[src/rtl/spi_cfg_pkg.sv]
// Shared constants and types for the SPI configuration register bank.
package spi_cfg_pkg;

  localparam int unsigned REG_NUM = 8;
  localparam int unsigned ADDR_W  = $clog2(REG_NUM);
  // Pointer carries one extra bit so it can sit at REG_NUM without wrapping
  localparam int unsigned PTR_W   = ADDR_W + 1;

  localparam logic [7:0] CMD_CONF_WR = 8'h2A;
  localparam logic [7:0] CMD_CONF_RD = 8'h2D;

  typedef enum logic [1:0] {
    IDLE = 2'd0,
    WR   = 2'd1,
    RD   = 2'd2
  } ctl_state_t;

  typedef logic [ADDR_W-1:0] reg_addr_t;
  typedef logic [PTR_W-1:0]  reg_ptr_t;

  // Completed SPI byte handed from the byte interface to the controller
  typedef struct packed {
    logic       vld;
    logic       dc;
    logic [7:0] data;
  } byte_evt_t;

  // True while a pointer still addresses a real register
  function automatic logic ptr_in_range(input reg_ptr_t p);
    return p < reg_ptr_t'(REG_NUM);
  endfunction

endpackage

[src/rtl/spi_byte_if.sv]
// SPI mode-0 slave byte interface: synchronizers, SCLK edge detect,
// MSB-first rx/tx shifting and a one-clock byte event.
module spi_byte_if
  import spi_cfg_pkg::*;
(
  input  logic       clk_i,
  input  logic       rst_n_i,
  input  logic       sclk_i,
  input  logic       mosi_i,
  input  logic       cs_n_i,
  input  logic       dc_i,
  input  logic [7:0] tx_load_c_i,
  output byte_evt_t  evt_o,
  output logic       cs_n_o,
  output logic       miso_o
);

  // Sync bit order: {sclk, mosi, cs_n, dc}; cs_n idles high out of reset
  localparam logic [3:0] SYNC_RST = 4'b0010;

  logic [3:0] sync1_q, sync1_d;
  logic [3:0] sync2_q, sync2_d;
  logic       sclk_prev_q, sclk_prev_d;
  logic [2:0] bit_cnt_q, bit_cnt_d;
  logic [7:0] rx_q, rx_d;
  logic [7:0] tx_q, tx_d;
  byte_evt_t  evt_q, evt_d;

  logic sclk_s, mosi_s, cs_n_s, dc_s;
  logic sclk_rise, sclk_fall;

  assign sclk_s    = sync2_q[3];
  assign mosi_s    = sync2_q[2];
  assign cs_n_s    = sync2_q[1];
  assign dc_s      = sync2_q[0];
  assign sclk_rise = sclk_s & ~sclk_prev_q;
  assign sclk_fall = ~sclk_s & sclk_prev_q;

  // Next-state: sync pipeline, bit counting, shifting and byte event
  always_comb begin
    sync1_d     = {sclk_i, mosi_i, cs_n_i, dc_i};
    sync2_d     = sync1_q;
    sclk_prev_d = sclk_s;
    bit_cnt_d   = bit_cnt_q;
    rx_d        = rx_q;
    tx_d        = tx_q;
    evt_d       = '0;
    if (cs_n_s) begin
      bit_cnt_d = 3'd0;
      tx_d      = 8'h00;
    end else begin
      if (sclk_rise) begin
        rx_d      = {rx_q[6:0], mosi_s};
        bit_cnt_d = 3'(bit_cnt_q + 3'd1);
        if (bit_cnt_q == 3'd7) begin
          evt_d.vld  = 1'b1;
          evt_d.dc   = dc_s;
          evt_d.data = rx_d;
        end
      end
      // Fall with count 0 ends the previous byte: present next byte's MSB
      if (sclk_fall) begin
        if (bit_cnt_q == 3'd0) tx_d = tx_load_c_i;
        else                   tx_d = {tx_q[6:0], 1'b0};
      end
    end
  end

  // Interface registers
  always_ff @(posedge clk_i or negedge rst_n_i) begin
    if (!rst_n_i) begin
      sync1_q     <= SYNC_RST;
      sync2_q     <= SYNC_RST;
      sclk_prev_q <= 1'b0;
      bit_cnt_q   <= 3'd0;
      rx_q        <= 8'h00;
      tx_q        <= 8'h00;
      evt_q       <= '0;
    end else begin
      sync1_q     <= sync1_d;
      sync2_q     <= sync2_d;
      sclk_prev_q <= sclk_prev_d;
      bit_cnt_q   <= bit_cnt_d;
      rx_q        <= rx_d;
      tx_q        <= tx_d;
      evt_q       <= evt_d;
    end
  end

  assign evt_o  = evt_q;
  assign cs_n_o = cs_n_s;
  assign miso_o = tx_q[7];

endmodule

[src/rtl/spi_cfg_regbank.sv]
// SPI-slave configuration register bank: CONF_WR fills registers from
// address 0, CONF_RD streams them back on MISO.
// Build option: SPI_MISO_TRISTATE_EN floats spi_miso_o while cs_n is high.
module spi_cfg_regbank
  import spi_cfg_pkg::*;
(
  input  logic                 clk_i,
  input  logic                 rst_n_i,
  input  logic                 dc_i,
  input  logic                 spi_sclk_i,
  input  logic                 spi_mosi_i,
  input  logic                 spi_cs_n_i,
  output logic                 spi_miso_o,
  output logic [8*REG_NUM-1:0] cfg_o
);

  ctl_state_t               state_q, state_d;
  reg_ptr_t                 wr_addr_q, wr_addr_d;
  reg_ptr_t                 rd_addr_q, rd_addr_d;
  logic [REG_NUM-1:0][7:0]  regs_q, regs_d;

  byte_evt_t  evt;
  logic       cs_n_s;
  logic       miso;
  logic [7:0] rd_data_c;

  spi_byte_if u_byte_if (
    .clk_i       (clk_i),
    .rst_n_i     (rst_n_i),
    .sclk_i      (spi_sclk_i),
    .mosi_i      (spi_mosi_i),
    .cs_n_i      (spi_cs_n_i),
    .dc_i        (dc_i),
    .tx_load_c_i (rd_data_c),
    .evt_o       (evt),
    .cs_n_o      (cs_n_s),
    .miso_o      (miso)
  );

  // Read data for the next tx load; registers hold old value on same-cycle write
  always_comb begin
    rd_data_c = 8'h00;
    if (state_q == RD && ptr_in_range(rd_addr_q))
      rd_data_c = regs_q[reg_addr_t'(rd_addr_q[ADDR_W-1:0])];
  end

  // Command decode, register writes and read pointer advance
  always_comb begin
    state_d   = state_q;
    wr_addr_d = wr_addr_q;
    rd_addr_d = rd_addr_q;
    regs_d    = regs_q;
    if (evt.vld) begin
      if (!evt.dc) begin
        case (evt.data)
          CMD_CONF_WR: begin
            state_d   = WR;
            wr_addr_d = '0;
          end
          CMD_CONF_RD: begin
            state_d   = RD;
            rd_addr_d = '0;
          end
          default: state_d = IDLE;
        endcase
      end else begin
        case (state_q)
          WR: if (ptr_in_range(wr_addr_q)) begin
            regs_d[reg_addr_t'(wr_addr_q[ADDR_W-1:0])] = evt.data;
            wr_addr_d = wr_addr_q + reg_ptr_t'(1);
          end
          RD: if (ptr_in_range(rd_addr_q)) rd_addr_d = rd_addr_q + reg_ptr_t'(1);
          default: ;
        endcase
      end
    end
    if (cs_n_s) state_d = IDLE;
  end

  // Controller state, pointers and register bank
  always_ff @(posedge clk_i or negedge rst_n_i) begin
    if (!rst_n_i) begin
      state_q   <= IDLE;
      wr_addr_q <= '0;
      rd_addr_q <= '0;
      regs_q    <= '0;
    end else begin
      state_q   <= state_d;
      wr_addr_q <= wr_addr_d;
      rd_addr_q <= rd_addr_d;
      regs_q    <= regs_d;
    end
  end

  assign cfg_o = regs_q;

`ifdef SPI_MISO_TRISTATE_EN
  assign spi_miso_o = cs_n_s ? 1'bz : miso;
`else
  assign spi_miso_o = miso;
`endif

endmodule

[config.mk]
export PLATFORM = sky130hd
export DESIGN_NAME = spi_cfg_regbank
export DESIGN_NICKNAME = d
export VERILOG_FILES = /design/src/rtl/spi_cfg_pkg.sv /design/src/rtl/spi_byte_if.sv /design/src/rtl/spi_cfg_regbank.sv
export SDC_FILE = /design/constraint.sdc
export NUM_CORES = 1
export LEC_CHECK = 0
export CORE_ASPECT_RATIO = 1.25
export CORE_MARGIN = 3
export CORE_UTILIZATION = 45
export DETAILED_ROUTE_END_ITERATION = 6
export PLACE_DENSITY = 0.71
export SETUP_SLACK_MARGIN = 0.1
export SYNTH_ARGS = -nofsm -noshare
export SYNTH_HDL_FRONTEND = slang
export SYNTH_SLANG_ARGS = --single-unit
[constraint.sdc]
create_clock -name clk_i -period 1.9 [get_ports clk_i]
set_input_delay 0.38 -clock clk_i [delete_from_list [all_inputs] [get_ports clk_i]]
set_output_delay 0.38 -clock clk_i [all_outputs]
set_load 0.1 [all_outputs]
==> summary.md <==
- 52.2% — part of the power in registers
- 0 — number of buffers inserted for hold repair after clock tree synthesis
- sky130_fd_sc_hd__dfrtp_1 — library cell occupying the most area in the post-synthesis netlist
- 0 — Final Setup Violations
- 6.47 ps — Final Skew
- 12400 um2 — DIE AREA
- 6 — Crit Path Max Fanout
- 70 — count of buffers inserted at the top-level ports
- 112 — pin count of the biggest net entering global routing
- 0 — initial antenna violation count
- 0 — DRT antenna net count
- 449 — post-layout net count
- 10700 um2 — core region area
- 0 — overflow left after global routing
- 1990 ps — worst endpoint data arrival time
- 14.4 um2 — per-instance average area after synthesis
- 2130 ps — Data required, critical path
- 124 um — vertical die dimension
- 0 — final count of hold timing violations
- 100% — share of synthesized flip-flops with an asynchronous set or reset
- 679 nW/um2 — power density over the cells
- 71 — boundary pin count
- 3377 — overall via count from detail_route
- 22.0 um — routed len/inst
- 111 — number of register bits inferred by synthesis
- 92.8% — period utilisation layout
- 357 — Mapped Nets
- 0.463 mV — maximum vdd ir drop
- 9 — CTS Buf Count
- 0 — maxcap violations
- reg -> reg — type of the setup path with the least slack
- 12700 um — DRT Wirelength
- state_q[1] — reg-to-reg startpoint
- 0.176% — xor/xnor cell area share of the yosys netlist
- 0 — count of flip-flops with a built-in enable after synthesis
- 20.4% — switching fraction of total power
- 340 ps — worst-skew pair later-pin latency
- 5 — number of cells traversed by the worst register-to-register path
- 971 uW — Net Switching
- sky130_fd_sc_hd__dfrtp_1 55%, sky130_fd_sc_hd__mux2_2 16%, sky130_fd_sc_hd__mux4_2 7.2% — cells taking the most area after synthesis
- 209 — number of DRC markers after the initial detailed-route iteration
- 834 ps — measured slew at the worst slew-check pin
- cfg_o[62] — capture instance of the worst register-to-register path
- multiplexers — dominant combinational cell family by area after synthesis
- 3664 — vias in the first global route
- 21.6% — total global-route track usage
- 2 — CTS max path bufs
- 1760 ps — post-route minimum period
- flip-flop — endpoint type of the worst setup path
- 23.3% — mux share of post-synthesis cell area
- 346 — synthesized instance count
- flip-flop — startpoint type of the worst setup path
- 4 — Initial DRT Pass Iterations
- 3.13 nW — Leakage Power
- 12.8% — simple-gate portion of the synthesized area
- 55.8% — sequential element share of the synthesized area
- 3.72% — area fraction in compound gates after synthesis
- 20200 um — global-route wire length before repair
- 140 ps — register-to-register setup slack
- 0 — Antenna Diode Count
- 3.80 mW — Pint
- 45 — Unique masters post-synth
- 44.4% — clock share of power
- 757 — Layout fillers
- sky130_fd_sc_hd__dfrtp_1 — most used flip-flop cell after synthesis
- 575 — Cell Count, Final, Fillers Out
- 44.3% — worst max-slew margin expressed relative to the limit
- 46.5% — initial standard-cell utilization of the core
- 41.1% — Area Growth Syn to Fin
- 70 ps — clock-pin slew of the registers on the worst-case setup and hold paths
- 54.8% — post-synth top area share
- 5.87 — average vias per placed instance
- no — setup repair after global routing missed its margin
- yes — CTS tree
- 0.820 — final weighted congestion in routability-driven placement
- completed — status
- 42 — standard-cell row count
- 100 um — floorplan die width
- 1.26% — adder and majority cell fraction of the synthesized area
- 4980 um2 — synthesized cell area
- 0 — drt drc
- 567 MHz — achievable clock frequency
- 8670 um — HPWL after DPL
- 3.4% — share of total power in combinational logic
- 558 — instance count after placement with tap cells included
- 0 — Yosys warning count
- 3 — maximum level of the CTS H-tree
- in -> async — Hold/Removal Path Class
- sky130_fd_sc_hd__clkbuf_16 — Clock Tree Root
- 48.1% — ratio of cells with drive above 1 in the final layout
- 111 — total number of clock tree sinks
- state_q[1] — startpoint of the most critical setup path
- 0 ps — setup total negative slack
- 0 — number of max-slew violations in the final report
-- placed cells by master, fill, tap and decap left out, types with 2 or more instances in the layout --
master                              n
sky130_fd_sc_hd__nand2b_1           6
sky130_fd_sc_hd__nand4_1            8
sky130_fd_sc_hd__o21ai_0            6
sky130_fd_sc_hd__or3b_2             2
sky130_fd_sc_hd__nor4_4             7
sky130_fd_sc_hd__bufinv_16          3
sky130_fd_sc_hd__inv_1             15
sky130_fd_sc_hd__nand4b_1           8
sky130_fd_sc_hd__buf_6              5
sky130_fd_sc_hd__or4_1              4
sky130_fd_sc_hd__a21oi_1            6
sky130_fd_sc_hd__clkbuf_16          9
sky130_fd_sc_hd__clkbuf_1           2
sky130_fd_sc_hd__buf_12            67
sky130_fd_sc_hd__nor2_1             4
sky130_fd_sc_hd__and3_1             9
sky130_fd_sc_hd__clkdlybuf4s50_1    4
sky130_fd_sc_hd__nand3_1            8
sky130_fd_sc_hd__mux4_2            16
sky130_fd_sc_hd__buf_4             25
sky130_fd_sc_hd__o2bb2ai_1          2
sky130_fd_sc_hd__ha_1               5
sky130_fd_sc_hd__o2111ai_1          7
sky130_fd_sc_hd__or3_1              2
sky130_fd_sc_hd__nor4_1             2
sky130_fd_sc_hd__mux2_2            70
sky130_fd_sc_hd__dfstp_2            2
sky130_fd_sc_hd__nand2_1            8
sky130_fd_sc_hd__o31ai_1            2
sky130_fd_sc_hd__dfrtp_1          109
-- cell type report --
cell class / count / area (um2) / area share, %
clock buffers: 11 / 233 / 3.31
clock inverters: 5 / 106 / 1.51
inverters: 15 / 56.3 / 0.801
multi-input cells: 200 / 2060 / 29.3
flip-flops and latches: 111 / 2780 / 39.6
well taps: 132 / 165 / 2.35
repair buffers: 101 / 1630 / 23.1
-- state kept, by name, summed over array words and instances, names as in the netlist --
signal                 count
cfg_o                     64
u_byte_if.rx_q             7
u_byte_if.sclk_prev_q      1
u_byte_if.evt_o           10
u_byte_if.sync1_q          4
state_q                    2
u_byte_if.sync2_q          4
wr_addr_q                  4
u_byte_if.bit_cnt_q        3
u_byte_if.tx_q             8
rd_addr_q                  4
-- cell families after synthesis --
kind of cell	after synthesis
flops	111
mux	87
simple gates	80
buf+inv	35
compound gates	27
fa+ha+maj	5
xor+xnor	1
-- Yosys cell counts, types with 2 or more instances --
cell type / number
sky130_fd_sc_hd__ha_1: 5
sky130_fd_sc_hd__a21oi_1: 6
sky130_fd_sc_hd__nand4b_1: 8
sky130_fd_sc_hd__nand2_1: 8
sky130_fd_sc_hd__nand3_1: 8
sky130_fd_sc_hd__dfstp_2: 2
sky130_fd_sc_hd__mux4_2: 16
sky130_fd_sc_hd__dfrtp_1: 109
sky130_fd_sc_hd__nor4_4: 7
sky130_fd_sc_hd__or3_1: 2
sky130_fd_sc_hd__nor4_1: 2
sky130_fd_sc_hd__or4_1: 5
sky130_fd_sc_hd__nand4_1: 8
sky130_fd_sc_hd__buf_2: 4
sky130_fd_sc_hd__o2111ai_1: 7
sky130_fd_sc_hd__mux2_2: 70
sky130_fd_sc_hd__nand2b_1: 6
sky130_fd_sc_hd__buf_1: 3
sky130_fd_sc_hd__or3b_2: 2
sky130_fd_sc_hd__nor2_1: 4
sky130_fd_sc_hd__inv_1: 15
sky130_fd_sc_hd__o2bb2ai_1: 2
sky130_fd_sc_hd__and3_1: 9
sky130_fd_sc_hd__o21ai_0: 6
sky130_fd_sc_hd__o31ai_1: 2
sky130_fd_sc_hd__clkbuf_1: 11
-- critical path, cell delays in order (launching register included) --
cell and delay [ps]:
sky130_fd_sc_hd__dfrtp_1 410, sky130_fd_sc_hd__nand4b_4 220, sky130_fd_sc_hd__buf_4 200, sky130_fd_sc_hd__nor4_4 280, sky130_fd_sc_hd__buf_6 190, sky130_fd_sc_hd__mux2_2 350
-- metal layers --
metal  part of all wire (%)  track usage [%]  vias up
met5                      0                0        -
met4                    1.6             8.34        0
met3                    5.6             3.92       12
met2                     53             37.1      135
met1                     40             27.3     1749
li1                       -                -     1481
-- how the worst max path moves through the flow --
stage	endpoint	slack [ps]	depth (start not counted)
after floorplan	cfg_o[16]	100	4
after global placement	cfg_o[11]	140	3
after detailed placement	cfg_o[8]	60	3
after CTS	cfg_o[46]	100	5
after global routing	cfg_o[46]	110	5
final	cfg_o[62]	140	5
-- power groups by stage --
stage,Combinational [mW],Clock [mW],Sequential [mW]
finish,0.161,2.12,2.49
detailed placement,0.164,0,2.53
floorplan,0.0878,0,2.51
CTS,0.165,2.16,2.49
global placement,0.158,0,2.53
global route,0.181,2.24,2.50
-- per-stage QoR --
stage                     cell area (um2)  util (%)  hold slack (ps)  total power, mW  worst slack [ps]
after global placement               6660      62.1              334             2.68               135
final                                7030      65.6              104             4.77               138
after CTS                            7010      65.4              135             4.81              96.7
after floorplan                      4980         -             84.4             2.60               105
after global routing                 7030      65.6              121             4.92               112
after detailed placement             6660      62.1              335             2.70              64.6
-- what timing repair did --
action                     4_1_cts  5_1_grt
buffers inserted                 0        1
gates resized for setup          3        3
setup endpoints to repair       12       53
Power figures use the tool's default switching activity.
